**src/rtl/mux_nxw_rr.sv**
```systemverilog
// mux_nxw_rr: N-input W-bit registered mux, explicit select or round-robin, valid/ready on both sides
module mux_nxw_rr #(
    parameter int N = 4,
    parameter int W = 16,
    localparam int SELW = $clog2(N)
) (
    input  logic              clk,
    input  logic              rst_n,
    input  logic              mode_in,
    input  logic [SELW-1:0]   sel_in,
    input  logic [N-1:0]      valid_in,
    input  logic [N*W-1:0]    d_in,
    output logic [N-1:0]      ready_out,
    output logic [W-1:0]      m_out,
    output logic              valid_out,
    input  logic              ready_in,
    output logic [SELW-1:0]   grant_out
);
    logic [W-1:0]    m_q, m_d;
    logic            valid_q, valid_d;
    logic [SELW-1:0] grant_q, grant_d, ptr_q, ptr_d, win;
    logic            found, can_load, xfer;
    always_comb begin
        can_load = !valid_q || ready_in;
        found = 1'b0;
        win = '0;
        if (mode_in) begin
            // first valid channel after the last granted one, wrapping
            for (int k = 1; k <= N; k++) begin
                if (!found && valid_in[(int'(ptr_q) + k) % N]) begin
                    found = 1'b1;
                    win = SELW'((int'(ptr_q) + k) % N);
                end
            end
        end else if (int'(sel_in) < N) begin
            found = valid_in[int'(sel_in)];
            win = sel_in;
        end
        ready_out = '0;
        if (rst_n && found && can_load) ready_out[win] = 1'b1;
        xfer = |ready_out;
        m_d = xfer ? d_in[int'(win)*W +: W] : m_q;
        grant_d = xfer ? win : grant_q;
        valid_d = xfer || (valid_q && !ready_in);
        ptr_d = (xfer && mode_in) ? win : ptr_q;
    end
    always_ff @(posedge clk) begin
        if (!rst_n) begin
            m_q <= '0;
            valid_q <= 1'b0;
            grant_q <= '0;
            ptr_q <= SELW'(N - 1);
        end else begin
            m_q <= m_d;
            valid_q <= valid_d;
            grant_q <= grant_d;
            ptr_q <= ptr_d;
        end
    end
    assign m_out = m_q;
    assign valid_out = valid_q;
    assign grant_out = grant_q;
endmodule

```
**config.mk**
```make
export PLATFORM = sky130hd
export DESIGN_NAME = mux_nxw_rr
export DESIGN_NICKNAME = d
export VERILOG_FILES = /design/src/rtl/mux_nxw_rr.sv
export SDC_FILE = /design/constraint.sdc
export NUM_CORES = 1
export LEC_CHECK = 0
export ABC_AREA = 1
export CAP_MARGIN = 20
export CORE_ASPECT_RATIO = 1.4
export CORE_UTILIZATION = 35
export DETAILED_ROUTE_END_ITERATION = 10
export PLACE_DENSITY = 0.79
export SYNTH_ARGS = -nofsm -noshare
export SYNTH_HDL_FRONTEND = slang
export SYNTH_SLANG_ARGS = --single-unit
export TNS_END_PERCENT = 5
```
**constraint.sdc**
```tcl
create_clock -name clk -period 2.95 [get_ports clk]
set_clock_uncertainty 0.05 [all_clocks]
set_input_delay 0.4425 -clock clk [delete_from_list [all_inputs] [get_ports clk]]
set_output_delay 0.4425 -clock clk [all_outputs]
set_load 0.05 [all_outputs]
```
==> impl_metrics.xml <==
<?xml version="1.0" encoding="UTF-8"?>
<metrics>
  <group name="sta">
    <metric name="tightest_slew" unit="ns">0.547</metric>
    <metric name="maxSlewHeadroom" unit="">0.634</metric>
    <metric name="hold_viol" unit="">0</metric>
    <metric name="final_sum_of_negative_setup_slack" unit="ns">0</metric>
    <metric name="slew_violations" unit="">0</metric>
    <metric name="finalSetupViolCount" unit="">0</metric>
    <metric name="rsz_0062_raised_after_global_routing" unit="">false</metric>
    <metric name="final.period_utilization" unit="">0.928</metric>
    <metric name="hold_ws" unit="ns">0.419</metric>
    <metric name="fin_ws" unit="ns">0.213</metric>
    <metric name="fin_crit" unit="ns">2.74</metric>
    <metric name="max_clock_freq" unit="MHz">365</metric>
  </group>
  <group name="clock_network">
    <metric name="clock_sink_count" unit="">21</metric>
    <metric name="cts_buf_count" unit="">3</metric>
    <metric name="master_cell_of_the_clock_root_buffer" unit="">sky130_fd_sc_hd__clkbuf_8</metric>
    <metric name="clk_latency" unit="ns">0.25</metric>
    <metric name="cts.clk_slew.worst_paths" unit="ns">0.07</metric>
    <metric name="maximum_clock_path_buffer_count" unit="">2</metric>
    <metric name="cts_tree" unit="">built</metric>
    <metric name="htree_num_levels" unit="">1</metric>
  </group>
  <group name="pwr">
    <metric name="clock_power_share" unit="">0.151</metric>
    <metric name="pwr-share-seq" unit="">0.282</metric>
    <metric name="p_sw" unit="µW">531</metric>
    <metric name="power_leakage" unit="µW">0.00142</metric>
    <metric name="combinationalPowerShare" unit="">0.566</metric>
    <metric name="power_density" unit="mW/mm²">435</metric>
    <metric name="internal_power" unit="µW">695</metric>
    <metric name="finalPower" unit="µW">1230</metric>
    <metric name="ir_drop" unit="mV">0.219</metric>
    <metric name="power.switching_fraction" unit="">0.433</metric>
  </group>
  <group name="floorplan">
    <metric name="io_pins" unit="">97</metric>
    <metric name="std_cell_rows" unit="">29</metric>
    <metric name="floorplan.core_area" unit="mm²">0.00461</metric>
    <metric name="horiz_die_dim" unit="µm">61.2</metric>
    <metric name="die_area" unit="mm²">0.00520</metric>
    <metric name="start_util" unit="">0.373</metric>
    <metric name="die-height" unit="µm">84.9</metric>
  </group>
  <group name="yosys">
    <metric name="mappedNetlistNets" unit="">394</metric>
    <metric name="yosys_register_bits" unit="">21</metric>
    <metric name="ys_types" unit="">20</metric>
    <metric name="synth_async_sr_flop_share" unit="">0</metric>
    <metric name="ys.flop_type" unit="">sky130_fd_sc_hd__dfxtp_1</metric>
    <metric name="post_synth_inst_count" unit="">320</metric>
    <metric name="ys.warnings.count" unit="">0</metric>
    <metric name="synth.avg_cell_area" unit="µm²">5.37</metric>
    <metric name="synthesis.area" unit="mm²">0.00172</metric>
    <metric name="synth_enable_flop_cells" unit="">0</metric>
    <metric name="ys_seq_area_frac" unit="">0.245</metric>
  </group>
  <group name="global_route">
    <metric name="grt_max_degree" unit="">33</metric>
    <metric name="track_usage" unit="">0.228</metric>
    <metric name="grt_remaining_overflow" unit="">0</metric>
    <metric name="first_global_vias" unit="">2117</metric>
    <metric name="initial_antenna_violation_count" unit="">0</metric>
    <metric name="first_pass_grt_wire_length" unit="mm">9.15</metric>
  </group>
  <group name="detailed_routing">
    <metric name="detail_route.wl_per_cell" unit="µm">12.2</metric>
    <metric name="drt-vias-per-instance" unit="">4.85</metric>
    <metric name="initialDrtViolationCount" unit="">112</metric>
    <metric name="num_vias" unit="">2300</metric>
    <metric name="antenna_left" unit="">0</metric>
    <metric name="drc_violation_count_after_routing" unit="">0</metric>
    <metric name="first_pass_iters" unit="">4</metric>
    <metric name="finalWirelength" unit="mm">5.81</metric>
  </group>
  <group name="placement">
    <metric name="worst_slack_at_placement" unit="ns">0.170</metric>
    <metric name="place.detailed.hpwl" unit="mm">4.54</metric>
    <metric name="finalWeightedCongestion" unit="">0.862</metric>
    <metric name="buffer_ports.inserted" unit="">96</metric>
  </group>
  <group name="critical_path">
    <metric name="crit_family" unit="">simple AND/OR/NAND/NOR gates</metric>
    <metric name="worstSetupPathType" unit="">input port to output port</metric>
    <metric name="cp_num_buf_inv" unit="">3</metric>
    <metric name="max_stage_delay" unit="ns">0.44</metric>
    <metric name="worstPathMaxFanout" unit="">11</metric>
    <metric name="setup.worst_path.start_class" unit="">input port</metric>
    <metric name="worstSetupEndpointType" unit="">output port</metric>
    <metric name="crit_top_cell" unit="">sky130_fd_sc_hd__nand2_1</metric>
    <metric name="worst-r2r-setup-slack" unit="ns">0.63</metric>
    <metric name="critical-path-slowest-cell" unit="">sky130_fd_sc_hd__clkdlybuf4s50_1</metric>
    <metric name="cells_along_the_critical_path" unit="">clkdlybuf4s50_1, nand2_1, nand2_1, nand2_1, nand2_1, nor2_2, nand3_1, nand3_1, o21ai_2, inv_2, nand2_1, nor2_2, buf_12</metric>
    <metric name="critical_path_required" unit="ns">2.46</metric>
    <metric name="crit_arrival" unit="ns">2.24</metric>
  </group>
  <group name="final_layout">
    <metric name="final_layout_size_suffix_gt1_frac" unit="">0.0874</metric>
    <metric name="antenna_diode_count" unit="">0</metric>
    <metric name="area_growth" unit="%">64.1</metric>
    <metric name="nets" unit="">487</metric>
  </group>
  <group name="run">
    <metric name="max_cap_violations" unit="">0</metric>
  </group>
  <group name="run_status">
    <metric name="outcome" unit="">complete, no violations</metric>
  </group>
  <group name="min_path">
    <metric name="timing.hold.worst.class" unit="">flip-flop to flip-flop</metric>
  </group>
</metrics>
## through the flow
| step | cells | area, µm² | util |
|---|---|---|---|
| 2_1_floorplan | 320 | 1720 | - |
| 3_3_place_gp | 470 | 2760 | 0.599 |
| 3_5_place_dp | 470 | 2760 | 0.599 |
| 4_1_cts | 474 | 2810 | 0.609 |
| 5_1_grt | 474 | 2820 | 0.612 |
| 6_report | 474 | 2820 | 0.612 |
## worst register-to-register path: cells and delay by family (launching register included)
family / cells / cell delay, ns
AO/OA/AOI/OAI: 1 / 0.22
buffers and inverters: 3 / 0.52
flip-flops: 1 / 0.46
AND/OR/NAND/NOR: 13 / 1.02
## logic make-up after synthesis
kind of cell    count (synthesis)  share of synthesized area
buf+inv                        31                     0.0961
simple gates                  256                      0.615
flops                          21                      0.245
compound gates                 12                     0.0437
## final cells by class
type	instances	area (µm²)
fill	464	1790
multi-input combinational	268	1150
timing repair buffer	106	1080
sequential	21	422
tap	62	77.6
inverter	13	48.8
clock buffer	4	45.0
## timing repair
| item | in CTS | in global routing |
|---|---|---|
| buffers inserted | 0 | 0 |
| endpoints found under the setup margin | 0 | 3 |
| hold buffers | 0 | 0 |
| resized for setup | 0 | 5 |
## routing by layer
| layer | vias to the layer above | GRT usage | share of wire |
|---|---|---|---|
| li1 | 1195 | - | - |
| met1 | 1021 | 0.254 | 0.41 |
| met2 | 76 | 0.431 | 0.51 |
| met3 | 8 | 0.0366 | 0.077 |
| met4 | 0 | 0.0475 | 0.012 |
| met5 | - | 0 | 0 |
## registers in the layout, summed over array words and instances, names as in the netlist
signal / count
m_out: 16
grant_out: 2
ptr_q: 2
valid_out: 1
## power by group through the flow
stage                     Clock [µW]  Sequential (µW)  Combinational (µW)
after floorplan                    0              479                 312
after global placement             0              351                 687
after detailed placement           0              352                 692
after CTS                        192              346                 693
after global routing             203              351                 761
final                            185              346                 695
## cells in the mapped netlist, types with 2 or more instances
cell	instances	share of area
sky130_fd_sc_hd__clkbuf_1	5	0.011
sky130_fd_sc_hd__buf_6	4	0.026
sky130_fd_sc_hd__inv_1	8	0.017
sky130_fd_sc_hd__dfxtp_1	21	0.24
sky130_fd_sc_hd__o21ai_0	3	0.0087
sky130_fd_sc_hd__buf_4	3	0.013
sky130_fd_sc_hd__nand3_1	57	0.17
sky130_fd_sc_hd__a21oi_1	6	0.017
sky130_fd_sc_hd__nand2_2	4	0.015
sky130_fd_sc_hd__nand2_1	185	0.40
sky130_fd_sc_hd__buf_2	6	0.017
sky130_fd_sc_hd__inv_2	5	0.011
sky130_fd_sc_hd__nor2_1	5	0.011
sky130_fd_sc_hd__nand4_1	2	0.0073
## path summary, 6_finish.rpt
check,startpoint,to,depth (start not counted)
setup / recovery,valid_in[2],ready_out[2],13
setup reg to reg,ptr_q[1],m_out[15],17
hold / removal,m_out[11],m_out[11],2
hold reg to reg,m_out[11],m_out[11],2
## cell usage in the layout, fill, tap and decap left out, drive strengths merged
cell and n:
o21ai 6, nor2 6, nand2 189, clkdlybuf4s50 92, a21oi 6, buf 14
nor3 1, dfxtp 21, inv 13, clkbuf 4, nand3 58, nand4 2
No activity file was read; power rests on OpenSTA's default activity.
